--- src/rtl/uart_pkg.sv ---
// Shared types and helpers for the parametrised UART receiver.
package uart_pkg;

  typedef enum logic [1:0] {
    PAR_NONE,
    PAR_EVEN,
    PAR_ODD
  } parity_e;

  typedef enum logic [2:0] {
    ST_IDLE,
    ST_START,
    ST_DATA,
    ST_PARITY,
    ST_STOP,
    ST_FLUSH
  } rx_state_t;

  function automatic int unsigned cnt_width(input int unsigned oversample);
    return $clog2(oversample);
  endfunction

endpackage

--- src/rtl/uart_rx_sync.sv ---
// Input synchroniser for the serial line; resets to the idle (high) level.
module uart_rx_sync #(
  parameter int unsigned SyncStages = 2
) (
  input  logic clk,
  input  logic reset,
  input  logic in,
  output logic s
);

  logic [SyncStages-1:0] sync_q;
  logic [SyncStages-1:0] sync_d;

  always_comb begin
    sync_d = sync_q;
    for (int unsigned i = 1; i < SyncStages; i++) begin
      sync_d[i] = sync_q[i-1];
    end
    sync_d[0] = in;
  end

  always_ff @(posedge clk or posedge reset) begin
    if (reset) begin
      sync_q <= '1;
    end else begin
      sync_q <= sync_d;
    end
  end

  assign s = sync_q[SyncStages-1];

endmodule

--- src/rtl/uart_rx_param.sv ---
// Parametrised UART receiver: majority-vote sampling, parity/framing/break
// detection and a valid/ready output register.
module uart_rx_param
  import uart_pkg::*;
#(
  parameter int unsigned Oversample = 16,
  parameter int unsigned DataBits   = 8,
  parameter int unsigned Parity     = 0,
  parameter int unsigned StopBits   = 1,
  parameter int unsigned SyncStages = 2
) (
  input  logic                clk,
  input  logic                reset,
  input  logic                en,
  input  logic                in,
  output logic [DataBits-1:0] data,
  output logic                valid,
  input  logic                ready,
  output logic                parity_err,
  output logic                frame_err,
  output logic                break_det,
  output logic                overrun
);

  localparam int unsigned CntW = cnt_width(Oversample);
  localparam logic [CntW-1:0] CntTop = CntW'(Oversample - 1);
  localparam logic [CntW-1:0] CntHi  = CntW'(Oversample / 2 + 1);
  localparam logic [CntW-1:0] CntMid = CntW'(Oversample / 2);
  localparam logic [CntW-1:0] CntLo  = CntW'(Oversample / 2 - 1);
  localparam logic [3:0] LastData = 4'(DataBits - 1);
  localparam logic [3:0] LastStop = 4'(StopBits - 1);
  localparam parity_e ParMode = (Parity == 1) ? PAR_EVEN :
                                (Parity == 2) ? PAR_ODD  : PAR_NONE;

  logic s;

  uart_rx_sync #(.SyncStages(SyncStages)) u_sync (
    .clk  (clk),
    .reset(reset),
    .in   (in),
    .s    (s)
  );

  rx_state_t           state_q, state_d;
  logic [CntW-1:0]     cnt_q, cnt_d;
  logic [3:0]          bit_idx_q, bit_idx_d;
  logic [DataBits-1:0] shreg_q, shreg_d;
  logic [1:0]          smp_q, smp_d;
  logic                s_prev_q, s_prev_d;
  logic                perr_q, perr_d;
  logic                all_zero_q, all_zero_d;
  logic [DataBits-1:0] data_q, data_d;
  logic                valid_q, valid_d;
  logic                parity_err_q, parity_err_d;
  logic                frame_err_q, frame_err_d;
  logic                break_q, break_d;
  logic                overrun_q, overrun_d;
  logic                vote, at_vote, at_end, done;

  always_comb begin
    state_d      = state_q;
    cnt_d        = cnt_q;
    bit_idx_d    = bit_idx_q;
    shreg_d      = shreg_q;
    smp_d        = smp_q;
    s_prev_d     = s_prev_q;
    perr_d       = perr_q;
    all_zero_d   = all_zero_q;
    data_d       = data_q;
    valid_d      = valid_q;
    parity_err_d = parity_err_q;
    frame_err_d  = 1'b0;
    break_d      = 1'b0;
    overrun_d    = 1'b0;
    done         = 1'b0;
    vote    = (smp_q[0] & smp_q[1]) | (smp_q[0] & s) | (smp_q[1] & s);
    at_vote = (cnt_q == CntLo);
    at_end  = (cnt_q == '0);

    if (en) begin
      s_prev_d = s;
      if (state_q != ST_IDLE && state_q != ST_FLUSH) begin
        cnt_d = at_end ? CntTop : cnt_q - CntW'(1);
        if (cnt_q == CntHi)  smp_d[0] = s;
        if (cnt_q == CntMid) smp_d[1] = s;
      end
      case (state_q)
        ST_IDLE: begin
          if (s_prev_q && !s) begin
            state_d    = ST_START;
            cnt_d      = CntTop;
            bit_idx_d  = '0;
            all_zero_d = 1'b1;
            perr_d     = 1'b0;
          end
        end
        ST_START: begin
          if (at_vote && vote) begin
            state_d = ST_IDLE;
            cnt_d   = CntTop;
          end else if (at_end) begin
            state_d = ST_DATA;
          end
        end
        ST_DATA: begin
          if (at_vote) begin
            shreg_d = {vote, shreg_q[DataBits-1:1]};
            if (vote) all_zero_d = 1'b0;
          end
          if (at_end) begin
            if (bit_idx_q == LastData) begin
              bit_idx_d = '0;
              state_d   = (ParMode == PAR_NONE) ? ST_STOP : ST_PARITY;
            end else begin
              bit_idx_d = bit_idx_q + 4'd1;
            end
          end
        end
        ST_PARITY: begin
          if (at_vote) begin
            perr_d = (^shreg_q) ^ vote ^ (ParMode == PAR_ODD);
            if (vote) all_zero_d = 1'b0;
          end
          if (at_end) state_d = ST_STOP;
        end
        ST_STOP: begin
          // Completion happens at the vote point so the FSM is back in IDLE
          // before the next start edge of a back-to-back frame.
          if (at_vote) begin
            if (!vote) begin
              state_d = ST_FLUSH;
              cnt_d   = CntTop;
              if (all_zero_q) break_d = 1'b1;
              else            frame_err_d = 1'b1;
            end else begin
              all_zero_d = 1'b0;
              if (bit_idx_q == LastStop) begin
                done    = 1'b1;
                state_d = ST_IDLE;
                cnt_d   = CntTop;
              end
            end
          end else if (at_end) begin
            bit_idx_d = bit_idx_q + 4'd1;
          end
        end
        ST_FLUSH: begin
          if (s) state_d = ST_IDLE;
        end
        default: state_d = ST_IDLE;
      endcase
    end

    if (done) begin
      if (!valid_q || ready) begin
        data_d       = shreg_q;
        parity_err_d = perr_q;
        valid_d      = 1'b1;
      end else begin
        overrun_d = 1'b1;
      end
    end else if (valid_q && ready) begin
      valid_d = 1'b0;
    end
  end

  always_ff @(posedge clk or posedge reset) begin
    if (reset) begin
      state_q      <= ST_IDLE;
      cnt_q        <= CntTop;
      bit_idx_q    <= '0;
      shreg_q      <= '0;
      smp_q        <= '1;
      s_prev_q     <= 1'b1;
      perr_q       <= 1'b0;
      all_zero_q   <= 1'b0;
      data_q       <= '0;
      valid_q      <= 1'b0;
      parity_err_q <= 1'b0;
      frame_err_q  <= 1'b0;
      break_q      <= 1'b0;
      overrun_q    <= 1'b0;
    end else begin
      state_q      <= state_d;
      cnt_q        <= cnt_d;
      bit_idx_q    <= bit_idx_d;
      shreg_q      <= shreg_d;
      smp_q        <= smp_d;
      s_prev_q     <= s_prev_d;
      perr_q       <= perr_d;
      all_zero_q   <= all_zero_d;
      data_q       <= data_d;
      valid_q      <= valid_d;
      parity_err_q <= parity_err_d;
      frame_err_q  <= frame_err_d;
      break_q      <= break_d;
      overrun_q    <= overrun_d;
    end
  end

  assign data       = data_q;
  assign valid      = valid_q;
  assign parity_err = parity_err_q;
  assign frame_err  = frame_err_q;
  assign break_det  = break_q;
  assign overrun    = overrun_q;

endmodule

--- config.mk ---
export PLATFORM = sky130hd
export DESIGN_NAME = uart_rx_param
export DESIGN_NICKNAME = d
export VERILOG_FILES = /design/src/rtl/uart_pkg.sv /design/src/rtl/uart_rx_sync.sv /design/src/rtl/uart_rx_param.sv
export SDC_FILE = /design/constraint.sdc
export NUM_CORES = 1
export LEC_CHECK = 0
export BUFFER_PORTS_ARGS = -buffer_cell sky130_fd_sc_hd__clkbuf_2
export CAP_MARGIN = 0
export CORE_UTILIZATION = 35
export CTS_BUF_LIST = sky130_fd_sc_hd__clkbuf_16
export DETAILED_ROUTE_END_ITERATION = 8
export PLACE_DENSITY = 0.6
export SLEW_MARGIN = 30
export SYNTH_ARGS = -nofsm -noshare
export SYNTH_HDL_FRONTEND = slang
export SYNTH_HIERARCHICAL = 1
export SYNTH_SLANG_ARGS = --single-unit
--- constraint.sdc ---
create_clock -name clk -period 2.3 [get_ports clk]
set_clock_uncertainty 0.05 [all_clocks]
set_input_delay 0.115 -clock clk [delete_from_list [all_inputs] [get_ports clk]]
set_output_delay 0.115 -clock clk [all_outputs]
set_load 0.03 [all_outputs]
==> flow_summary.toml <==
[run_status]
outcome = "completed"

[synth]
ys_warn_count = 6
synth_top_cells_by_area = "dfrtp_1 36%, dfstp_2 11%, mux2_2 11%"
synth-edff-count = 0
seq_area_frac_synth_pct = 47.9
syn_inst = 186
syn_area_per_cell_sq_um = 11.1
synthDistinctLibCells = 48
synth_ff_type = "dfrtp_1"
syn-num-nets = 197
ys_seq_elements = 39
synthArstFlopShare_pct = 100
synth_largest_area_cell = "dfrtp_1"
syn-cell-area_sq_mm = 0.00206
yosysTopAreaCellShare_pct = 36.4

[route]
postRouteAntennaNets = 0
first_iter_violations = 52
dr.pass1.iters = 4
routed_via_density = 5.03
drc = 0
wl_per_cell_um = 13.7
wirelength_mm = 3.95
dr_total_vias = 1455

[floorplanning]
die_area_sq_mm = 0.00620
coreArea_sq_mm = 0.00561
die-height_um = 78.8
start_util_pct = 36.8
die_w_um = 78.8
num_rows = 27
ios = 18

[finish]
fillCellCount = 546
n_antenna_cell = 0
layout_common_cells = "30 x dfrtp_1, 21 x mux2_2, 17 x clkbuf_2"
fin_cells = 289
fin_util_pct = 44.3
area_growth_pct = 20.4
layout_commonest_cell = "dfrtp_1"
postLayoutCellArea_sq_mm = 0.00248
fin_nets = 227
layout-drive-gt1-share_pct = 35.0

[worst_setup_path]
worstPathRequired_ps = 2420
start_kind = "flip-flop"
cp-end-kind = "flip-flop"
path_class = "flip-flop to flip-flop"
worstPathArrival_ps = 2300
worst-path-max-fanout = 5

[timing]
finalCritPeriodShare_pct = 94.7
setup_viol = 0
fin_crit_ps = 2180
fmax_mhz = 459
fin_setup_tns_ps = 0
worst_pin_slew_ps = 508
slew_viol_final = 0
slew_headroom_pct = 66.1
hold_viol = 0
rsz0062_at_grt = "false"

[clocking]
clk_latency_ps = 280
clock_sinks = 39
cts_tree = "built"
cts_max_level = 2
cts_buffers = 5
path_clk_slew_ps = 60
clock_path_buffers = 2
cts-root-buf = "clkbuf_16"

[grt]
grt_pass1_wl_mm = 6.84
antenna_found_initial = 0
grt_usage_pct = 14.6
grt_max_degree = 38
grt_pass1_vias = 1477
overflow = 0

[job]
maxCapViolations = 0

[placed_design]
placement.cell_area_sq_mm = 0.00227
hpwl_mm = 2.75
placed_cells = 278
gp_congestion = 0.819
port_buffers = 17

[power_and_ir_drop]
ir_drop_mv = 0.370
power.density_mw_per_mm2 = 1000
p_leak_nw = 1.17

[worst_hold_path]
hold_path.class = "input pin to flip-flop"
[critical path: stages, from the launching register on]
cell and delay, ps:
dfstp_2 570, ha_1 140, and3b_1 200, buf_4 150, nand2_1 80, and3_2 250, nor4_4 260, mux2_2 360
[per-stage QoR]
stage	setup WS (ps)	power (W)	hold slack (ps)
after global placement	97.1	0.00167	84.3
after global routing	5.89	0.00266	103
after floorplan	141	0.00149	-23.5
final	122	0.00249	68.6
after CTS	35.8	0.00248	63.3
after detailed placement	6.94	0.00167	93.9
[routing by layer]
| metal | track usage [%] | wire length [um] |
|---|---|---|
| met3 | 3.22 | 164 |
| met2 | 21.8 | 1860 |
| met5 | 0 | 0 |
| met4 | 9.07 | 110 |
| met1 | 19.1 | 1810 |
[area by class of cell]
cell class	instances	area, sq um	area share, %
multi-input cells	128	998	40.2
flip-flops and latches	39	987	39.7
repair buffers	31	199	8.01
clock buffers	5	125	5.04
well taps	72	90.1	3.63
clock inverters	3	42.5	1.71
inverters	11	41.3	1.66
[Yosys cell counts, drive strengths merged (2+ instances only)]
library cell  number
xnor2              7
nand2             12
dfstp              9
o41ai              2
nor3b              3
nand3              4
nand2b             4
dfrtp             30
maj3               2
o22ai              3
a21oi              9
mux2i              3
o31ai              2
mux2              21
and3               2
nor3               4
o21ai              6
clkbuf             3
nor4               2
buf                5
nor2              11
and3b              3
xor2               2
ha                 6
nor2b              5
inv               11
[worst paths after layout]
kind	start	end	slack, ps	cells after the start
hold reg to reg	u_sync/sync_q[0]	u_sync/sync_q[1]	300	0
min in group asynchronous	reset	u_sync/sync_q[0]	340	3
hold / removal	ready	overrun	70	3
max in group asynchronous	reset	cnt_q[2]	1430	4
setup reg to reg	cnt_q[0]	state_q[2]	120	7
setup / recovery	cnt_q[0]	state_q[2]	120	7
[cell families (layout without fill, tap and decap cells)]
| group | Yosys count | after routing | share of synthesized area [%] |
|---|---|---|---|
| XOR/XNOR | 9 | 9 | 3.82 |
| AND/OR/NAND/NOR | 56 | 56 | 15.8 |
| flip-flops | 39 | 39 | 47.9 |
| AO/OA/AOI/OAI | 31 | 31 | 10.6 |
| multiplexers | 24 | 24 | 12.9 |
| buffers and inverters | 19 | 50 | 4.37 |
| adder cells (fa/ha/maj) | 8 | 8 | 4.67 |
[repair_timing]
action	in CTS	in global routing
buffers inserted	0	1
gates resized for setup	0	4
gates cloned	0	0
endpoints found under the setup margin	1	13
pin swaps	1	1
hold buffers	2	0
endpoints found under the hold margin	33	0
[flip-flops by register name, summed over array words and instances (netlist names)]
signal,flops
data,8
all_zero_q,1
smp_q,2
perr_q,1
bit_idx_q,4
overrun,1
shreg_q,8
s_prev_q,1
valid,1
u_sync/sync_q,2
state_q,3
break_det,1
frame_err,1
cnt_q,4
parity_err,1
[where the power goes]
group          internal [W]  switching (W)
logic              0.000352       0.000463
clock network      0.000511       0.000273
registers          0.000809      0.0000849
Power figures use the tool's default switching activity.
